$ cat config.mk
export PLATFORM = sky130hd
export DESIGN_NAME = udp_header_streamer_flat
export DESIGN_NICKNAME = d
export VERILOG_FILES = /design/src/rtl/udp_header_streamer_if.sv /design/src/rtl/udp_header_streamer.sv /design/src/flat_wrapper.sv
export SDC_FILE = /design/constraint.sdc
export NUM_CORES = 1
export LEC_CHECK = 0
export ABC_AREA = 1
export BUFFER_PORTS_ARGS = -buffer_cell sky130_fd_sc_hd__buf_2
export CELL_PAD_IN_SITES_DETAIL_PLACEMENT = 0
export CELL_PAD_IN_SITES_GLOBAL_PLACEMENT = 1
export CORE_MARGIN = 3
export CORE_UTILIZATION = 36
export CTS_BUF_LIST = sky130_fd_sc_hd__clkbuf_8
export CTS_CLUSTER_DIAMETER = 40
export DETAILED_ROUTE_END_ITERATION = 6
export PLACE_DENSITY_LB_ADDON = 0.1
export SETUP_SLACK_MARGIN = 0.3
export SLEW_MARGIN = 20
export SYNTH_ARGS = -nofsm -noshare
export SYNTH_HDL_FRONTEND = slang
export SYNTH_SLANG_ARGS = --single-unit
$ cat constraint.sdc
create_clock -name clk_i -period 5.1 [get_ports clk_i]
set_clock_uncertainty 0.2 [all_clocks]
set_input_delay 0.255 -clock clk_i [delete_from_list [all_inputs] [get_ports clk_i]]
set_output_delay 0.255 -clock clk_i [all_outputs]
set_load 0.03 [all_outputs]
$ cat src/rtl/udp_header_streamer_if.sv
// Request and byte-stream signals of the UDP header streamer, bundled so the
// block and its environment connect through a single port.
interface udp_header_streamer_if #(
    parameter int PAYLOAD_WIDTH = 11
);
    logic [15:0]              fpga_port_i;
    logic [31:0]              fpga_ip_i;
    logic [47:0]              fpga_mac_i;
    logic [15:0]              host_port_i;
    logic [31:0]              host_ip_i;
    logic [47:0]              host_mac_i;
    logic [PAYLOAD_WIDTH-1:0] payload_bytes_i;
    logic                     hdr_valid_i;
    logic                     hdr_ready_o;
    logic [7:0]               m_data_o;
    logic                     m_valid_o;
    logic                     m_last_o;
    logic                     m_ready_i;
    logic [15:0]              ident_o;

    // master: the streamer itself; slave: whoever issues requests and sinks bytes
    modport master (
        input  fpga_port_i, fpga_ip_i, fpga_mac_i,
        input  host_port_i, host_ip_i, host_mac_i,
        input  payload_bytes_i, hdr_valid_i, m_ready_i,
        output hdr_ready_o, m_data_o, m_valid_o, m_last_o, ident_o
    );

    modport slave (
        output fpga_port_i, fpga_ip_i, fpga_mac_i,
        output host_port_i, host_ip_i, host_mac_i,
        output payload_bytes_i, hdr_valid_i, m_ready_i,
        input  hdr_ready_o, m_data_o, m_valid_o, m_last_o, ident_o
    );
endinterface

$ cat src/rtl/udp_header_streamer.sv
// Captures one Ethernet/[802.1Q]/IPv4/UDP header request, computes the IPv4
// checksum over 12 cycles, then streams the header one byte per beat, MSB first.
module udp_header_streamer #(
    parameter int          PAYLOAD_WIDTH = 11,
    parameter logic [7:0]  TTL           = 8'h40,
    parameter int          VLAN_EN       = 0,
    parameter logic [15:0] VLAN_TCI      = 16'h0000,
    parameter int          ID_INCREMENT  = 1
) (
    input logic                   clk_i,
    input logic                   rst_i,
    udp_header_streamer_if.master bus
);

    generate
        if (PAYLOAD_WIDTH < 1 || PAYLOAD_WIDTH > 16) begin : g_bad_width
            $error("udp_header_streamer: PAYLOAD_WIDTH must be in 1..16");
        end
        if (VLAN_EN != 0 && VLAN_EN != 1) begin : g_bad_vlan
            $error("udp_header_streamer: VLAN_EN must be 0 or 1");
        end
    endgenerate

    localparam int         HDR_BYTES = 42 + 4 * VLAN_EN;
    localparam int         HDR_BITS  = 8 * HDR_BYTES;
    localparam logic [5:0] LAST_IDX  = 6'(HDR_BYTES - 1);

    typedef enum logic [1:0] {IDLE, CSUM, FOLD, SEND} state_t;

    state_t                   state_q, state_d;
    logic [3:0]               cnt_q, cnt_d;
    logic [19:0]              acc_q, acc_d;
    logic [5:0]               idx_q, idx_d;
    logic [15:0]              ident_q, ident_d;
    logic [15:0]              fpga_port_q, fpga_port_d;
    logic [31:0]              fpga_ip_q, fpga_ip_d;
    logic [47:0]              fpga_mac_q, fpga_mac_d;
    logic [15:0]              host_port_q, host_port_d;
    logic [31:0]              host_ip_q, host_ip_d;
    logic [47:0]              host_mac_q, host_mac_d;
    logic [PAYLOAD_WIDTH-1:0] payload_q, payload_d;

    logic [15:0]   ipv4_len;
    logic [15:0]   udp_len;
    logic [15:0]   csum;
    logic [15:0]   csum_word;
    logic [239:0]  eth_tail;
    logic [HDR_BITS-1:0] hdr_vec;
    logic [7:0]    hdr_bytes [HDR_BYTES];

    // Lengths wrap mod 2^16 by construction of the 16-bit adders.
    assign ipv4_len = 16'd28 + 16'(payload_q);
    assign udp_len  = 16'd8 + 16'(payload_q);
    assign csum     = ~acc_q[15:0];

    always_comb begin
        csum_word = 16'h0000;
        case (cnt_q)
            4'd0:    csum_word = 16'h4500;
            4'd1:    csum_word = ipv4_len;
            4'd2:    csum_word = ident_q;
            4'd3:    csum_word = 16'h0000;
            4'd4:    csum_word = {TTL, 8'h11};
            4'd5:    csum_word = 16'h0000;
            4'd6:    csum_word = fpga_ip_q[31:16];
            4'd7:    csum_word = fpga_ip_q[15:0];
            4'd8:    csum_word = host_ip_q[31:16];
            4'd9:    csum_word = host_ip_q[15:0];
            default: csum_word = 16'h0000;
        endcase
    end

    assign eth_tail = {16'h0800,
                       8'h45, 8'h00, ipv4_len, ident_q, 16'h0000,
                       TTL, 8'h11, csum, fpga_ip_q, host_ip_q,
                       fpga_port_q, host_port_q, udp_len, 16'h0000};

    generate
        if (VLAN_EN != 0) begin : g_vlan
            assign hdr_vec = {host_mac_q, fpga_mac_q, 16'h8100, VLAN_TCI, eth_tail};
        end else begin : g_novlan
            assign hdr_vec = {host_mac_q, fpga_mac_q, eth_tail};
        end
    endgenerate

    genvar gi;
    generate
        for (gi = 0; gi < HDR_BYTES; gi++) begin : g_bytes
            assign hdr_bytes[gi] = hdr_vec[HDR_BITS - 1 - 8 * gi -: 8];
        end
    endgenerate

    always_comb begin
        state_d     = state_q;
        cnt_d       = cnt_q;
        acc_d       = acc_q;
        idx_d       = idx_q;
        ident_d     = ident_q;
        fpga_port_d = fpga_port_q;
        fpga_ip_d   = fpga_ip_q;
        fpga_mac_d  = fpga_mac_q;
        host_port_d = host_port_q;
        host_ip_d   = host_ip_q;
        host_mac_d  = host_mac_q;
        payload_d   = payload_q;
        case (state_q)
            IDLE: begin
                if (bus.hdr_valid_i) begin
                    fpga_port_d = bus.fpga_port_i;
                    fpga_ip_d   = bus.fpga_ip_i;
                    fpga_mac_d  = bus.fpga_mac_i;
                    host_port_d = bus.host_port_i;
                    host_ip_d   = bus.host_ip_i;
                    host_mac_d  = bus.host_mac_i;
                    payload_d   = bus.payload_bytes_i;
                    acc_d       = 20'd0;
                    cnt_d       = 4'd0;
                    idx_d       = 6'd0;
                    state_d     = CSUM;
                end
            end
            CSUM: begin
                acc_d = acc_q + {4'b0000, csum_word};
                cnt_d = cnt_q + 4'd1;
                if (cnt_q == 4'd9) begin
                    cnt_d   = 4'd0;
                    state_d = FOLD;
                end
            end
            FOLD: begin
                // Two folds always suffice: ten 16-bit words cannot carry past bit 19.
                acc_d = {4'b0000, acc_q[15:0]} + {16'h0000, acc_q[19:16]};
                cnt_d = cnt_q + 4'd1;
                if (cnt_q == 4'd1) begin
                    cnt_d   = 4'd0;
                    state_d = SEND;
                end
            end
            SEND: begin
                if (bus.m_ready_i) begin
                    if (idx_q == LAST_IDX) begin
                        idx_d   = 6'd0;
                        ident_d = ident_q + 16'(ID_INCREMENT);
                        state_d = IDLE;
                    end else begin
                        idx_d = idx_q + 6'd1;
                    end
                end
            end
            default: state_d = IDLE;
        endcase
    end

    always_ff @(posedge clk_i) begin
        if (rst_i) begin
            state_q     <= IDLE;
            cnt_q       <= 4'd0;
            acc_q       <= 20'd0;
            idx_q       <= 6'd0;
            ident_q     <= 16'd0;
            fpga_port_q <= 16'd0;
            fpga_ip_q   <= 32'd0;
            fpga_mac_q  <= 48'd0;
            host_port_q <= 16'd0;
            host_ip_q   <= 32'd0;
            host_mac_q  <= 48'd0;
            payload_q   <= '0;
        end else begin
            state_q     <= state_d;
            cnt_q       <= cnt_d;
            acc_q       <= acc_d;
            idx_q       <= idx_d;
            ident_q     <= ident_d;
            fpga_port_q <= fpga_port_d;
            fpga_ip_q   <= fpga_ip_d;
            fpga_mac_q  <= fpga_mac_d;
            host_port_q <= host_port_d;
            host_ip_q   <= host_ip_d;
            host_mac_q  <= host_mac_d;
            payload_q   <= payload_d;
        end
    end

    // Data and last derive only from registered state, so they hold during stalls.
    assign bus.hdr_ready_o = (state_q == IDLE);
    assign bus.m_valid_o   = (state_q == SEND);
    assign bus.m_last_o    = (state_q == SEND) && (idx_q == LAST_IDX);
    assign bus.m_data_o    = (state_q == SEND) ? hdr_bytes[idx_q] : 8'h00;
    assign bus.ident_o     = ident_q;

endmodule
$ cat src/flat_wrapper.sv
// flat-port wrapper written by rule: the top's interface ports become plain ports
module udp_header_streamer_flat 
#(
    parameter int          PAYLOAD_WIDTH = 11,
    parameter logic [7:0]  TTL           = 8'h40,
    parameter int          VLAN_EN       = 0,
    parameter logic [15:0] VLAN_TCI      = 16'h0000,
    parameter int          ID_INCREMENT  = 1
)
  (clk_i, rst_i, bus_fpga_port_i, bus_fpga_ip_i, bus_fpga_mac_i, bus_host_port_i, bus_host_ip_i, bus_host_mac_i, bus_payload_bytes_i, bus_hdr_valid_i, bus_m_ready_i, bus_hdr_ready_o, bus_m_data_o, bus_m_valid_o, bus_m_last_o, bus_ident_o);
  udp_header_streamer_if #(.PAYLOAD_WIDTH(PAYLOAD_WIDTH)) bus_i ();
  input logic clk_i;
  input logic rst_i;
  input wire logic [$bits(bus_i.fpga_port_i)-1:0] bus_fpga_port_i;
  input wire logic [$bits(bus_i.fpga_ip_i)-1:0] bus_fpga_ip_i;
  input wire logic [$bits(bus_i.fpga_mac_i)-1:0] bus_fpga_mac_i;
  input wire logic [$bits(bus_i.host_port_i)-1:0] bus_host_port_i;
  input wire logic [$bits(bus_i.host_ip_i)-1:0] bus_host_ip_i;
  input wire logic [$bits(bus_i.host_mac_i)-1:0] bus_host_mac_i;
  input wire logic [$bits(bus_i.payload_bytes_i)-1:0] bus_payload_bytes_i;
  input wire logic [$bits(bus_i.hdr_valid_i)-1:0] bus_hdr_valid_i;
  input wire logic [$bits(bus_i.m_ready_i)-1:0] bus_m_ready_i;
  output wire logic [$bits(bus_i.hdr_ready_o)-1:0] bus_hdr_ready_o;
  output wire logic [$bits(bus_i.m_data_o)-1:0] bus_m_data_o;
  output wire logic [$bits(bus_i.m_valid_o)-1:0] bus_m_valid_o;
  output wire logic [$bits(bus_i.m_last_o)-1:0] bus_m_last_o;
  output wire logic [$bits(bus_i.ident_o)-1:0] bus_ident_o;
  assign bus_i.fpga_port_i = bus_fpga_port_i;
  assign bus_i.fpga_ip_i = bus_fpga_ip_i;
  assign bus_i.fpga_mac_i = bus_fpga_mac_i;
  assign bus_i.host_port_i = bus_host_port_i;
  assign bus_i.host_ip_i = bus_host_ip_i;
  assign bus_i.host_mac_i = bus_host_mac_i;
  assign bus_i.payload_bytes_i = bus_payload_bytes_i;
  assign bus_i.hdr_valid_i = bus_hdr_valid_i;
  assign bus_i.m_ready_i = bus_m_ready_i;
  assign bus_hdr_ready_o = bus_i.hdr_ready_o;
  assign bus_m_data_o = bus_i.m_data_o;
  assign bus_m_valid_o = bus_i.m_valid_o;
  assign bus_m_last_o = bus_i.m_last_o;
  assign bus_ident_o = bus_i.ident_o;
  udp_header_streamer #(.PAYLOAD_WIDTH(PAYLOAD_WIDTH), .TTL(TTL), .VLAN_EN(VLAN_EN), .VLAN_TCI(VLAN_TCI), .ID_INCREMENT(ID_INCREMENT)) u_core (.clk_i(clk_i), .rst_i(rst_i), .bus(bus_i));
endmodule
==> results.py <==
metrics = {
    "timing": {
        "period_share": 0.874,
        "max_freq_mhz": 224,
        "period_needed_ps": 4460,
        "tightest_slew_ps": 1040,
        "timing.setup.tns_ps": 0,
        "slew-limit-headroom": 0.307,
        "hold_viol": 0,
        "rsz0062_at_grt": "no",
        "slew_viol_final": 0,
        "setup_violations": 0,
        "setup_slack_ps": 644,
    },
    "synthesis": {
        "synth_cell_types": 47,
        "synthTopCellsByArea": "dfxtp_1 (36%), nand2_1 (11%), nor2_1 (11%), o21ai_0 (10%), a21oi_1 (5.2%)",
        "netlist_area_mm2": 0.0140,
        "yosysTopAreaCell": "dfxtp_1",
        "yosysWarnings": 0,
        "async_flop_share": 0,
        "synth_enable_flop_cells": 0,
        "ys_ff_latch": 251,
        "synth.avg_cell_area_um2": 6.46,
        "synth_fp_nets": 2420,
        "seq_area_frac_synth": 0.358,
        "synth-main-ff-cell": "dfxtp_1",
        "yosysTopAreaCellShare": 0.358,
        "synth_cells": 2174,
    },
    "floorplanning": {
        "die_x_um": 204,
        "ios": 234,
        "coreArea_mm2": 0.0380,
        "start_util": 0.369,
        "fp.dieArea_mm2": 0.0414,
        "num_rows": 71,
        "dieHeight_um": 204,
    },
    "global_route": {
        "grt_pass1_wl_um": 90300,
        "grt_overflow": 0,
        "grt_antenna_before_repair": 0,
        "grt_use_total": 0.282,
        "grt_pass1_vias": 15676,
        "grt_max_degree": 159,
    },
    "layout": {
        "area_growth_pct": 33.0,
        "layout.nets": 2792,
        "fin_cells": 3098,
        "design_area_mm2": 0.0187,
        "fillCellCount": 4046,
        "drive_above_1_share": 0.141,
        "diodes": 0,
    },
    "critical_path": {
        "critPathArrivalTime_ps": 4000,
        "end_kind": "output port",
        "cp_max_fo": 27,
        "cp_data_required_time_ps": 4640,
        "critPathKind": "reg2out",
        "critPathLaunchType": "flip-flop",
    },
    "outcome": {
        "status": "completed",
    },
    "place": {
        "gp_congestion": 0.933,
        "numPortBuffers": 233,
        "dpl-instance-area_mm2": 0.0154,
        "dpl.hpwl_um": 42600,
        "place_inst": 2799,
        "place_ws_ps": 1160,
    },
    "routing": {
        "ant_nets": 0,
        "wl_um": 59700,
        "wire_per_inst_um": 19.3,
        "firstDrtPassIters": 6,
        "initialDrtViolationCount": 1288,
        "routed-via-count": 16028,
        "via_per_inst": 5.17,
        "post-route-drc-count": 0,
    },
    "clocking": {
        "clkLatencyLatePin_ps": 640,
        "numCtsBuffers": 52,
        "cts_tree": "done",
        "clkTransAtPathRegs_ps": 60,
        "post_cts_resize_count": 0,
        "cts_hold_buf": 204,
        "cts_buffer_depth": 3,
        "ctsHtreeMaxLevel": 2,
        "cts_root_buf": "clkbuf_8",
        "clock_sinks": 251,
        "cts_setup_buffers": 0,
    },
    "job": {
        "cap_viol_max_count": 0,
    },
    "power_and_ir_drop": {
        "clockPowerShare": 0.290,
        "swShare": 0.425,
        "p_seq_frac": 0.327,
        "p_leak_uw": 0.00803,
        "vdd_ir_drop_max_uv": 274,
        "power_uw": 8610,
        "combPwrFrac": 0.383,
        "internal_power_uw": 4960,
        "p_sw_uw": 3660,
        "powerDensity_mw_per_mm2": 461,
    },
    "hold_path": {
        "hold_class": "in2reg",
    },
}
-- power groups by stage --
stage / clock, µW / combinational (µW) / sequential (µW)
final: 2500 / 3300 / 2820
after global routing: 2650 / 3650 / 2860
after CTS: 2560 / 3290 / 2810
after detailed placement: 0 / 3160 / 2840
after global placement: 0 / 3140 / 2840
after floorplan: 0 / 2240 / 2640
-- per-layer routing --
layer  vias up  share of wire  track usage
li1       7972              -            -
met5         -              0            0
met1      7379           0.43        0.365
met3       129          0.061       0.0460
met2       548           0.46        0.466
met4         0          0.041        0.118
-- cells in the mapped netlist, types with 3 or more instances --
library cell / number
clkbuf_1: 92
nor3_1: 23
o221ai_1: 14
o211ai_1: 20
nand2_1: 428
ha_1: 37
clkinv_1: 4
inv_2: 3
o21ai_1: 5
xnor2_1: 4
nand3_1: 134
a31oi_1: 4
o21ai_0: 283
nor2_2: 3
a21oi_1: 146
a221oi_1: 18
buf_1: 5
xor2_1: 7
nand4_1: 21
buf_2: 24
buf_4: 8
o2111ai_1: 9
dfxtp_1: 251
or2_2: 9
o22ai_1: 14
a22oi_1: 6
nor2_1: 425
inv_1: 151
-- through the flow --
stage	utilization	hold slack, ps
after detailed placement	0.405	245
after floorplan	-	222
final	0.491	91.9
after global placement	0.405	239
after CTS	0.491	37.5
after global routing	0.491	87.9
-- final cells by class --
type                       instances  area [µm²]  area share
multi-input combinational       1633        7870       0.421
sequential                       251        5030       0.269
timing repair buffer             449        3310       0.177
clock buffer                      62         853      0.0457
tap                              511         639      0.0342
inverter                         159         607      0.0325
clock inverter                    33         377      0.0202
-- final timing paths --
path                                       from                                   to  slack [ps]  depth (start not counted)
max                u_core.idx_q[1]$_SDFFE_PP0P_                      bus_m_data_o[4]         640                         11
min reg2reg  u_core.host_mac_q[15]$_SDFFE_PP0P_   u_core.host_mac_q[15]$_SDFFE_PP0P_         250                          2
min                                       rst_i  u_core.bus.ident_o[11]$_SDFFE_PP0P_          90                          2
max reg2reg        u_core.cnt_q[0]$_SDFFE_PP0P_        u_core.acc_q[16]$_SDFFE_PP0P_        1060                         21
-- sequential cells by signal (all words and copies together), names as in the netlist --
signal              cells
u_core.acc_q           20
u_core.bus.ident_o     16
u_core.cnt_q            4
u_core.fpga_ip_q       32
u_core.fpga_mac_q      48
u_core.fpga_port_q     16
u_core.host_ip_q       32
u_core.host_mac_q      48
u_core.host_port_q     16
u_core.idx_q            6
u_core.payload_q       11
u_core.state_q          2
-- worst max-delay path, cell delays in order, from the launching register on --
cell and delay, ps:
dfxtp_2 810, inv_2 480, nand2_2 630, o21ai_0 230, o21ai_0 240, nand2_1 140
inv_1 80, nand2_1 60, nand2_1 70, nand2_1 50, a21oi_1 280, buf_2 270
-- layout by cell type, fill, tap and decap left out, types with 4 or more instances in the layout --
master / instances
dfxtp_1: 249
nor3_1: 23
o21ai_1: 5
xor2_1: 7
ha_1: 37
a31oi_1: 4
nand2_1: 427
xnor2_1: 4
dlygate4sd3_1: 204
o211ai_1: 20
a22oi_1: 6
a21oi_1: 146
inv_1: 159
nand3_1: 134
nor2_2: 4
buf_4: 11
o2111ai_1: 9
a221oi_1: 18
o221ai_1: 14
nor2_1: 424
nand4_1: 21
buf_2: 233
bufinv_16: 8
clkbuf_8: 62
o22ai_1: 14
o21ai_0: 283
or2_2: 9
clkinv_2: 11
-- cell families after synthesis --
group | Yosys count | synth area share
AND/OR/NAND/NOR | 1059 | 0.312
AO/OA/AOI/OAI | 524 | 0.205
buffers and inverters | 290 | 0.0830
flip-flops | 251 | 0.358
adder cells (fa/ha/maj) | 39 | 0.0358
XOR/XNOR | 11 | 0.00686
(Power assumes the default switching activity.)
